`config.mk`:
```
export PLATFORM = sky130hd
export DESIGN_NAME = agc_gain_sequencer_flat
export DESIGN_NICKNAME = d
export VERILOG_FILES = /design/src/rtl/agc_gain_sequencer_if.sv /design/src/rtl/agc_gain_sequencer.sv /design/src/flat_wrapper.sv
export SDC_FILE = /design/constraint.sdc
export NUM_CORES = 1
export LEC_CHECK = 0
export CORE_MARGIN = 5
export CORE_UTILIZATION = 50
export CTS_CLUSTER_SIZE = 20
export DETAILED_ROUTE_END_ITERATION = 7
export PLACE_DENSITY = 0.72
export SYNTH_ARGS = -nofsm -noshare
export SYNTH_HDL_FRONTEND = slang
export SYNTH_SLANG_ARGS = --single-unit
```
`constraint.sdc`:
```
create_clock -name clk -period 3.35 [get_ports clk]
set_input_delay 0.5025 -clock clk [delete_from_list [all_inputs] [get_ports clk]]
set_output_delay 0.5025 -clock clk [all_outputs]
set_load 0.01 [all_outputs]
```
`src/rtl/agc_gain_sequencer_if.sv`:
```
// Control/status bundle between the packet front end and the AGC gain
// sequencer.
//
// master : the front end / host side; drives the packet events, the ADC
//          overload flag and the manual override, and observes the gain.
// slave  : the sequencer itself.
//
// Signals
//   start          packet-detect pulse, begins or restarts a search
//   overload       ADC saturation flag, sampled every cycle
//   payload_start  pulse, freezes the gain (ends a running search early)
//   packet_end     pulse, releases the lock and returns to idle
//   manual_en      host override enable (level)
//   manual_gain    host override gain value
//   gain_index     registered gain index to the VGA mapping function
//   busy           search in progress
//   locked         gain frozen
//   partial        lock came from an early-ended search (valid while locked)
interface agc_gain_sequencer_if #(
    parameter int GAIN_W = 6
);
    logic              start;
    logic              overload;
    logic              payload_start;
    logic              packet_end;
    logic              manual_en;
    logic [GAIN_W-1:0] manual_gain;
    logic [GAIN_W-1:0] gain_index;
    logic              busy;
    logic              locked;
    logic              partial;

    modport master (
        output start, overload, payload_start, packet_end, manual_en, manual_gain,
        input  gain_index, busy, locked, partial
    );

    modport slave (
        input  start, overload, payload_start, packet_end, manual_en, manual_gain,
        output gain_index, busy, locked, partial
    );
endinterface

```
`src/rtl/agc_gain_sequencer.sv`:
```
// Packet-level AGC gain sequencer.
//
// On a packet detect it runs a successive-approximation search over the gain
// index, MSB first. Each trial drives the candidate gain, waits SETTLE_CYC
// cycles for the analog chain to settle (overload ignored), then watches the
// ADC overload flag for DWELL_CYC cycles. A trial whose dwell saw no overload
// keeps its bit. After GAIN_W trials the gain is locked for the payload. A
// payload_start during the search locks early on the bits decided so far, and
// a host override bypasses the whole mechanism.
//
// Ports
//   clk    system clock
//   RESET  synchronous, active-high reset
//   bus    agc_gain_sequencer_if.slave (packet events, overload flag, manual
//          override in; gain_index, busy, locked, partial out)
module agc_gain_sequencer #(
    parameter int GAIN_W     = 6,
    parameter int SETTLE_CYC = 8,
    parameter int DWELL_CYC  = 16,
    parameter int IDLE_GAIN  = 63
) (
    input logic                 clk,
    input logic                 RESET,
    agc_gain_sequencer_if.slave bus
);

    localparam int MAX_CYC = (SETTLE_CYC > DWELL_CYC) ? SETTLE_CYC : DWELL_CYC;
    localparam int CNT_W   = $clog2(MAX_CYC) + 1;
    localparam int PTR_W   = (GAIN_W > 1) ? $clog2(GAIN_W) : 1;

    localparam logic [GAIN_W-1:0] IDLE_CODE   = GAIN_W'(IDLE_GAIN);
    localparam logic [CNT_W-1:0]  SETTLE_LAST = CNT_W'(SETTLE_CYC - 1);
    localparam logic [CNT_W-1:0]  DWELL_LAST  = CNT_W'(DWELL_CYC - 1);
    localparam logic [PTR_W-1:0]  PTR_TOP     = PTR_W'(GAIN_W - 1);
    localparam logic [GAIN_W-1:0] FIRST_TRIAL = GAIN_W'(1) << PTR_TOP;

    typedef enum logic [2:0] {
        IDLE,
        SETTLE,
        DWELL,
        LOCK,
        MANUAL
    } state_t;

    state_t            state_q, state_d;
    logic [GAIN_W-1:0] code_q, code_d;
    logic [GAIN_W-1:0] gain_q, gain_d;
    logic [PTR_W-1:0]  ptr_q, ptr_d;
    logic [CNT_W-1:0]  cnt_q, cnt_d;
    logic              flag_q, flag_d;
    logic              busy_q, busy_d;
    logic              locked_q, locked_d;
    logic              partial_q, partial_d;

    logic              searching;
    logic              eff_flag;
    logic [GAIN_W-1:0] trial_bit;
    logic [GAIN_W-1:0] next_bit;
    logic [GAIN_W-1:0] code_dec;

    // The decision on the last dwell cycle must include that cycle's overload,
    // so it uses the sticky flag OR'd with the live input rather than the
    // registered flag alone.
    assign searching = (state_q == SETTLE) || (state_q == DWELL);
    assign eff_flag  = flag_q | bus.overload;
    assign trial_bit = GAIN_W'(1) << ptr_q;
    assign next_bit  = GAIN_W'(1) << (ptr_q - PTR_W'(1));
    assign code_dec  = eff_flag ? code_q : (code_q | trial_bit);

    // Next-state and next-output logic. The if/else chain encodes the event
    // priority: manual override, then leaving manual, then start, then
    // packet_end, then payload_start, and only then the normal search timing.
    always_comb begin
        state_d   = state_q;
        code_d    = code_q;
        ptr_d     = ptr_q;
        cnt_d     = cnt_q;
        flag_d    = flag_q;
        gain_d    = gain_q;
        busy_d    = busy_q;
        locked_d  = locked_q;
        partial_d = partial_q;

        if (bus.manual_en) begin
            state_d   = MANUAL;
            gain_d    = bus.manual_gain;
            busy_d    = 1'b0;
            locked_d  = 1'b0;
            partial_d = 1'b0;
        end else if (state_q == MANUAL) begin
            // Start is deliberately not honoured on the cycle manual drops.
            state_d = IDLE;
            gain_d  = IDLE_CODE;
        end else if (bus.start) begin
            state_d   = SETTLE;
            code_d    = '0;
            ptr_d     = PTR_TOP;
            cnt_d     = '0;
            flag_d    = 1'b0;
            gain_d    = FIRST_TRIAL;
            busy_d    = 1'b1;
            locked_d  = 1'b0;
            partial_d = 1'b0;
        end else if (bus.packet_end && (state_q != IDLE)) begin
            state_d   = IDLE;
            gain_d    = IDLE_CODE;
            busy_d    = 1'b0;
            locked_d  = 1'b0;
            partial_d = 1'b0;
        end else if (bus.payload_start && searching) begin
            // Drop the bit under trial; only already-decided bits are safe.
            state_d   = LOCK;
            gain_d    = code_q;
            busy_d    = 1'b0;
            locked_d  = 1'b1;
            partial_d = 1'b1;
        end else begin
            case (state_q)
                SETTLE: begin
                    if (cnt_q == SETTLE_LAST) begin
                        state_d = DWELL;
                        cnt_d   = '0;
                        flag_d  = 1'b0;
                    end else begin
                        cnt_d = cnt_q + CNT_W'(1);
                    end
                end
                DWELL: begin
                    if (cnt_q == DWELL_LAST) begin
                        code_d = code_dec;
                        cnt_d  = '0;
                        flag_d = 1'b0;
                        if (ptr_q != '0) begin
                            ptr_d   = ptr_q - PTR_W'(1);
                            gain_d  = code_dec | next_bit;
                            state_d = SETTLE;
                        end else begin
                            gain_d    = code_dec;
                            state_d   = LOCK;
                            busy_d    = 1'b0;
                            locked_d  = 1'b1;
                            partial_d = 1'b0;
                        end
                    end else begin
                        cnt_d  = cnt_q + CNT_W'(1);
                        flag_d = eff_flag;
                    end
                end
                default: begin
                end
            endcase
        end
    end

    // State and output registers; reset wins over every input.
    always_ff @(posedge clk) begin
        if (RESET) begin
            state_q   <= IDLE;
            code_q    <= '0;
            ptr_q     <= '0;
            cnt_q     <= '0;
            flag_q    <= 1'b0;
            gain_q    <= IDLE_CODE;
            busy_q    <= 1'b0;
            locked_q  <= 1'b0;
            partial_q <= 1'b0;
        end else begin
            state_q   <= state_d;
            code_q    <= code_d;
            ptr_q     <= ptr_d;
            cnt_q     <= cnt_d;
            flag_q    <= flag_d;
            gain_q    <= gain_d;
            busy_q    <= busy_d;
            locked_q  <= locked_d;
            partial_q <= partial_d;
        end
    end

    assign bus.gain_index = gain_q;
    assign bus.busy       = busy_q;
    assign bus.locked     = locked_q;
    assign bus.partial    = partial_q;

endmodule

```
`src/flat_wrapper.sv`:
```
// flat-port wrapper written by rule: the top's interface ports become plain ports
module agc_gain_sequencer_flat 
#(
    parameter int GAIN_W     = 6,
    parameter int SETTLE_CYC = 8,
    parameter int DWELL_CYC  = 16,
    parameter int IDLE_GAIN  = 63
)
  (clk, RESET, bus_start, bus_overload, bus_payload_start, bus_packet_end, bus_manual_en, bus_manual_gain, bus_gain_index, bus_busy, bus_locked, bus_partial);
  agc_gain_sequencer_if #(.GAIN_W(GAIN_W)) bus_i ();
  input logic clk;
  input logic RESET;
  input wire logic [$bits(bus_i.start)-1:0] bus_start;
  input wire logic [$bits(bus_i.overload)-1:0] bus_overload;
  input wire logic [$bits(bus_i.payload_start)-1:0] bus_payload_start;
  input wire logic [$bits(bus_i.packet_end)-1:0] bus_packet_end;
  input wire logic [$bits(bus_i.manual_en)-1:0] bus_manual_en;
  input wire logic [$bits(bus_i.manual_gain)-1:0] bus_manual_gain;
  output wire logic [$bits(bus_i.gain_index)-1:0] bus_gain_index;
  output wire logic [$bits(bus_i.busy)-1:0] bus_busy;
  output wire logic [$bits(bus_i.locked)-1:0] bus_locked;
  output wire logic [$bits(bus_i.partial)-1:0] bus_partial;
  assign bus_i.start = bus_start;
  assign bus_i.overload = bus_overload;
  assign bus_i.payload_start = bus_payload_start;
  assign bus_i.packet_end = bus_packet_end;
  assign bus_i.manual_en = bus_manual_en;
  assign bus_i.manual_gain = bus_manual_gain;
  assign bus_gain_index = bus_i.gain_index;
  assign bus_busy = bus_i.busy;
  assign bus_locked = bus_i.locked;
  assign bus_partial = bus_i.partial;
  agc_gain_sequencer #(.GAIN_W(GAIN_W), .SETTLE_CYC(SETTLE_CYC), .DWELL_CYC(DWELL_CYC), .IDLE_GAIN(IDLE_GAIN)) u_core (.clk(clk), .RESET(RESET), .bus(bus_i));
endmodule
```
==> flow_summary.yaml <==
pwr:
  pwr-share-clk_pct: 27.3
  seq_power_share_pct: 50.5
  peakVddDrop_mv: 0.160
  switching_share_pct: 29.5
  p_sw_mw: 0.203
  power.density_nw_per_um2: 318
  combPwrFrac_pct: 22.2
  p_leak_nw: 0.779
  p_int_mw: 0.484
routing:
  drt-met1-wl_um: 2350
  met2_length_um: 2070
  first_pass_iters: 5
  drc_errors: 0
  viasPerCell: 6.20
  vias: 1737
  met3_length_um: 140
  highest_layer: "met4"
  drt_wl_total_um: 4670
  wl_per_cell_um: 16.7
  drtIter0Drc: 164
  route.antenna.remaining_nets: 0
worst_setup_path:
  reg2reg_slack_ns: 1.10
  critPathSlowestCell: "nor2_1"
  ff2ff_path_depth: 8
  required_ns: 3.49
  critical_path_class: "reg -> reg"
  start_kind: "register"
  r2r-end: "u_core.bus.gain_index[4]$_SDFFE_PP1P_"
  end_kind: "register"
  cpMostUsedCell: "ha_1"
  crit_arrival_ns: 2.39
  critPathMaxFanout: 8
  rr_startpoint: "u_core.cnt_q[0]$_SDFFE_PP0P_"
  max_stage_delay_ns: 0.45
  worstPathCellList: "ha_1 -> nand3_1 -> inv_1 -> ha_1 -> and4bb_1 -> nor2_1 -> and2_1 -> o311ai_1"
status:
  status: "finished clean"
die:
  rows: 22
  die_y_um: 72.0
  io_pins: 22
  fp.dieArea_um2: 5190
  coreArea_um2: 3690
  initial_core_util_pct: 52.1
  die_w_um: 72.0
sta:
  setup_viol: 0
  fin_setup_tns_ns: 0
  hold_viol: 0
  max_freq_mhz: 444
  relSlewSlack_pct: 49.8
  drv_slew: 0
  period_needed_ns: 2.25
  rsz0062_at_grt: "no"
  clock_skew_ns: 0.00215
  tightestPinTransition_ns: 0.752
  hold_ws_ns: 0.483
  period_share_pct: 67.2
global_routing:
  gr-total-overflow: 0
  antenna_found_initial: 0
  grtUsageTotal_pct: 18.9
  grt_pass1_wl_um: 7960
  first_global_vias: 1640
  grt_max_degree: 23
layout:
  nets: 255
  final_cell_area_um2: 2160
  area_delta_synth_final_pct: 12.4
  diodes: 0
  drive_gt1_share_pct: 9.91
  final_util_pct: 58.6
clock_network:
  cts_tree: "built"
  htree_levels: 1
  hold_buffers: 0
  path_clk_slew_ns: 0.09
  cts_made_buffers: 3
  clk-insertion-delay-late_ns: 0.27
  post_cts_resized: 0
  cts_setup_buffers: 0
  cts_sinks: 27
  clk_path_buf_depth: 2
  clockRootBuffer: "clkbuf_8"
yosys:
  synth.avg_cell_area_um2: 8.82
  yosysTopAreaCell: "dfxtp_1"
  synth_enable_flop_cells: 0
  ys_ff_latch: 27
  yosys-top-cells-count: "dfxtp_1 (27), nor2_1 (15), a21oi_1 (13), inv_1 (13), nand3_1 (12)"
  synthCells: 218
  synth_area_um2: 1920
  synth_area_leaders: "dfxtp_1 (28%), ha_1 (5.9%), a21oi_1 (3.4%), o311ai_1 (3.2%), nand3_1 (3.1%)"
  synth_top_area_share_pct: 28.1
  syn_nets: 240
  postSynth.asyncResetShare_pct: 0
  yosysMostFrequentCell: "dfxtp_1"
  ys_warn_count: 0
  ys.flop_type: "dfxtp_1"
  ys_types: 66
  seq_area_frac_synth_pct: 28.1
run:
  drv_cap: 0
worst_hold_path:
  hp-start: "u_core.code_q[4]$_SDFFE_PP0P_"
  whs_endpoint: "u_core.code_q[4]$_SDFFE_PP0P_"
  hold_depth: 1
  min_path_type: "reg -> reg"
placement:
  hpwl_um: 3410
  gp_congestion: 0.885
  dpl_cell_area_um2: 2110
  portBuffers: 21
==> layout by cell type (no fill, tap or decap), types with 2 or more instances in the layout <==
cell type and n:
dfxtp_1 27, clkdlybuf4s50_1 21, nor2_1 15, inv_1 13, a21oi_1 13, nand3_1 12
nand2_1 10, nor3_1 10, ha_1 9, o311ai_1 7, o21a_1 6, o21ai_1 5
nor2b_1 4, and2_1 4, or4b_2 4, o211ai_1 3, a311oi_1 3, o31ai_1 3
or3_1 3, nand4_1 3, clkbuf_8 3, o31a_1 2, nor3b_1 2, o21ai_0 2
o21bai_1 2, o311a_1 2, a211oi_2 2, or4bb_1 2, nor4bb_1 2, a211oi_1 2
buf_4 2
==> cell families (layout without fill, tap and decap cells) <==
family | count (synthesis) | count (layout) | share of synthesized area [%]
flip-flops | 27 | 27 | 28.1
AO/OA/AOI/OAI | 72 | 72 | 31.3
buffers and inverters | 26 | 40 | 7.42
AND/OR/NAND/NOR | 82 | 82 | 26.4
multiplexers | 1 | 1 | 0.521
XOR/XNOR | 1 | 1 | 0.456
adder cells (fa/ha/maj) | 9 | 9 | 5.86
==> area by class of cell <==
cell class,instances,area [µm²]
Clock buffer,3,41.3
Clock inverter,1,5.00
Fill cell,361,1530
Inverter,13,48.8
Multi-Input combinational cell,165,1240
Sequential cell,27,541
Tap cell,48,60.1
Timing Repair Buffer,23,225
==> layer usage <==
metal / global-route usage, % / vias to the layer above
met3: 2.91 / 11
met4: 8.14 / 0
met5: 0 / -
li1: - / 871
met1: 27.2 / 824
met2: 28.0 / 31
==> metrics by stage <==
step	setup WS, ns	power [mW]	cells
after floorplan	1.39	0.455	218
after global placement	0.996	0.504	276
after detailed placement	0.924	0.505	276
after CTS	1.08	0.693	280
after global routing	0.885	0.722	280
final	1.10	0.686	280
==> flip-flops by register name (all words and copies together) (netlist names) <==
signal                 count
u_core.bus.gain_index      6
u_core.ptr_q               3
u_core.code_q              6
u_core.bus.partial         1
u_core.bus.busy            1
u_core.cnt_q               5
u_core.bus.locked          1
u_core.flag_q              1
u_core.state_q             3
==> worst max-delay path, delay by kind of cell (launching register included) <==
kind                       cells  cell delay [ns]
adders and majority gates      2             0.47
AOI/OAI and AO/OA              1             0.12
and+or+nand+nor                4             1.13
DFF                            1             0.34
buffers and inverters          1             0.05
==> worst max-delay path by stage <==
stage | start | to | cells past startpoint
6_report | u_core.cnt_q[0]$_SDFFE_PP0P_ | u_core.bus.gain_index[4]$_SDFFE_PP1P_ | 8
2_1_floorplan | u_core.ptr_q[0]$_SDFFE_PP0P_ | u_core.bus.gain_index[1]$_SDFFE_PP1P_ | 7
4_1_cts | u_core.cnt_q[0]$_SDFFE_PP0P_ | u_core.bus.gain_index[5]$_SDFFE_PP1P_ | 8
5_1_grt | u_core.cnt_q[0]$_SDFFE_PP0P_ | u_core.bus.gain_index[5]$_SDFFE_PP1P_ | 8
3_3_place_gp | bus_payload_start | u_core.bus.gain_index[5]$_SDFFE_PP1P_ | 5
3_5_place_dp | bus_payload_start | u_core.bus.gain_index[5]$_SDFFE_PP1P_ | 5
==> power by group through the flow <==
stage	Combinational [mW]	Clock [mW]	Sequential (mW)
global route	0.169	0.204	0.349
floorplan	0.104	0	0.351
finish	0.152	0.187	0.347
CTS	0.152	0.194	0.347
global placement	0.150	0	0.354
detailed placement	0.151	0	0.354
(Power assumes the default switching activity.)
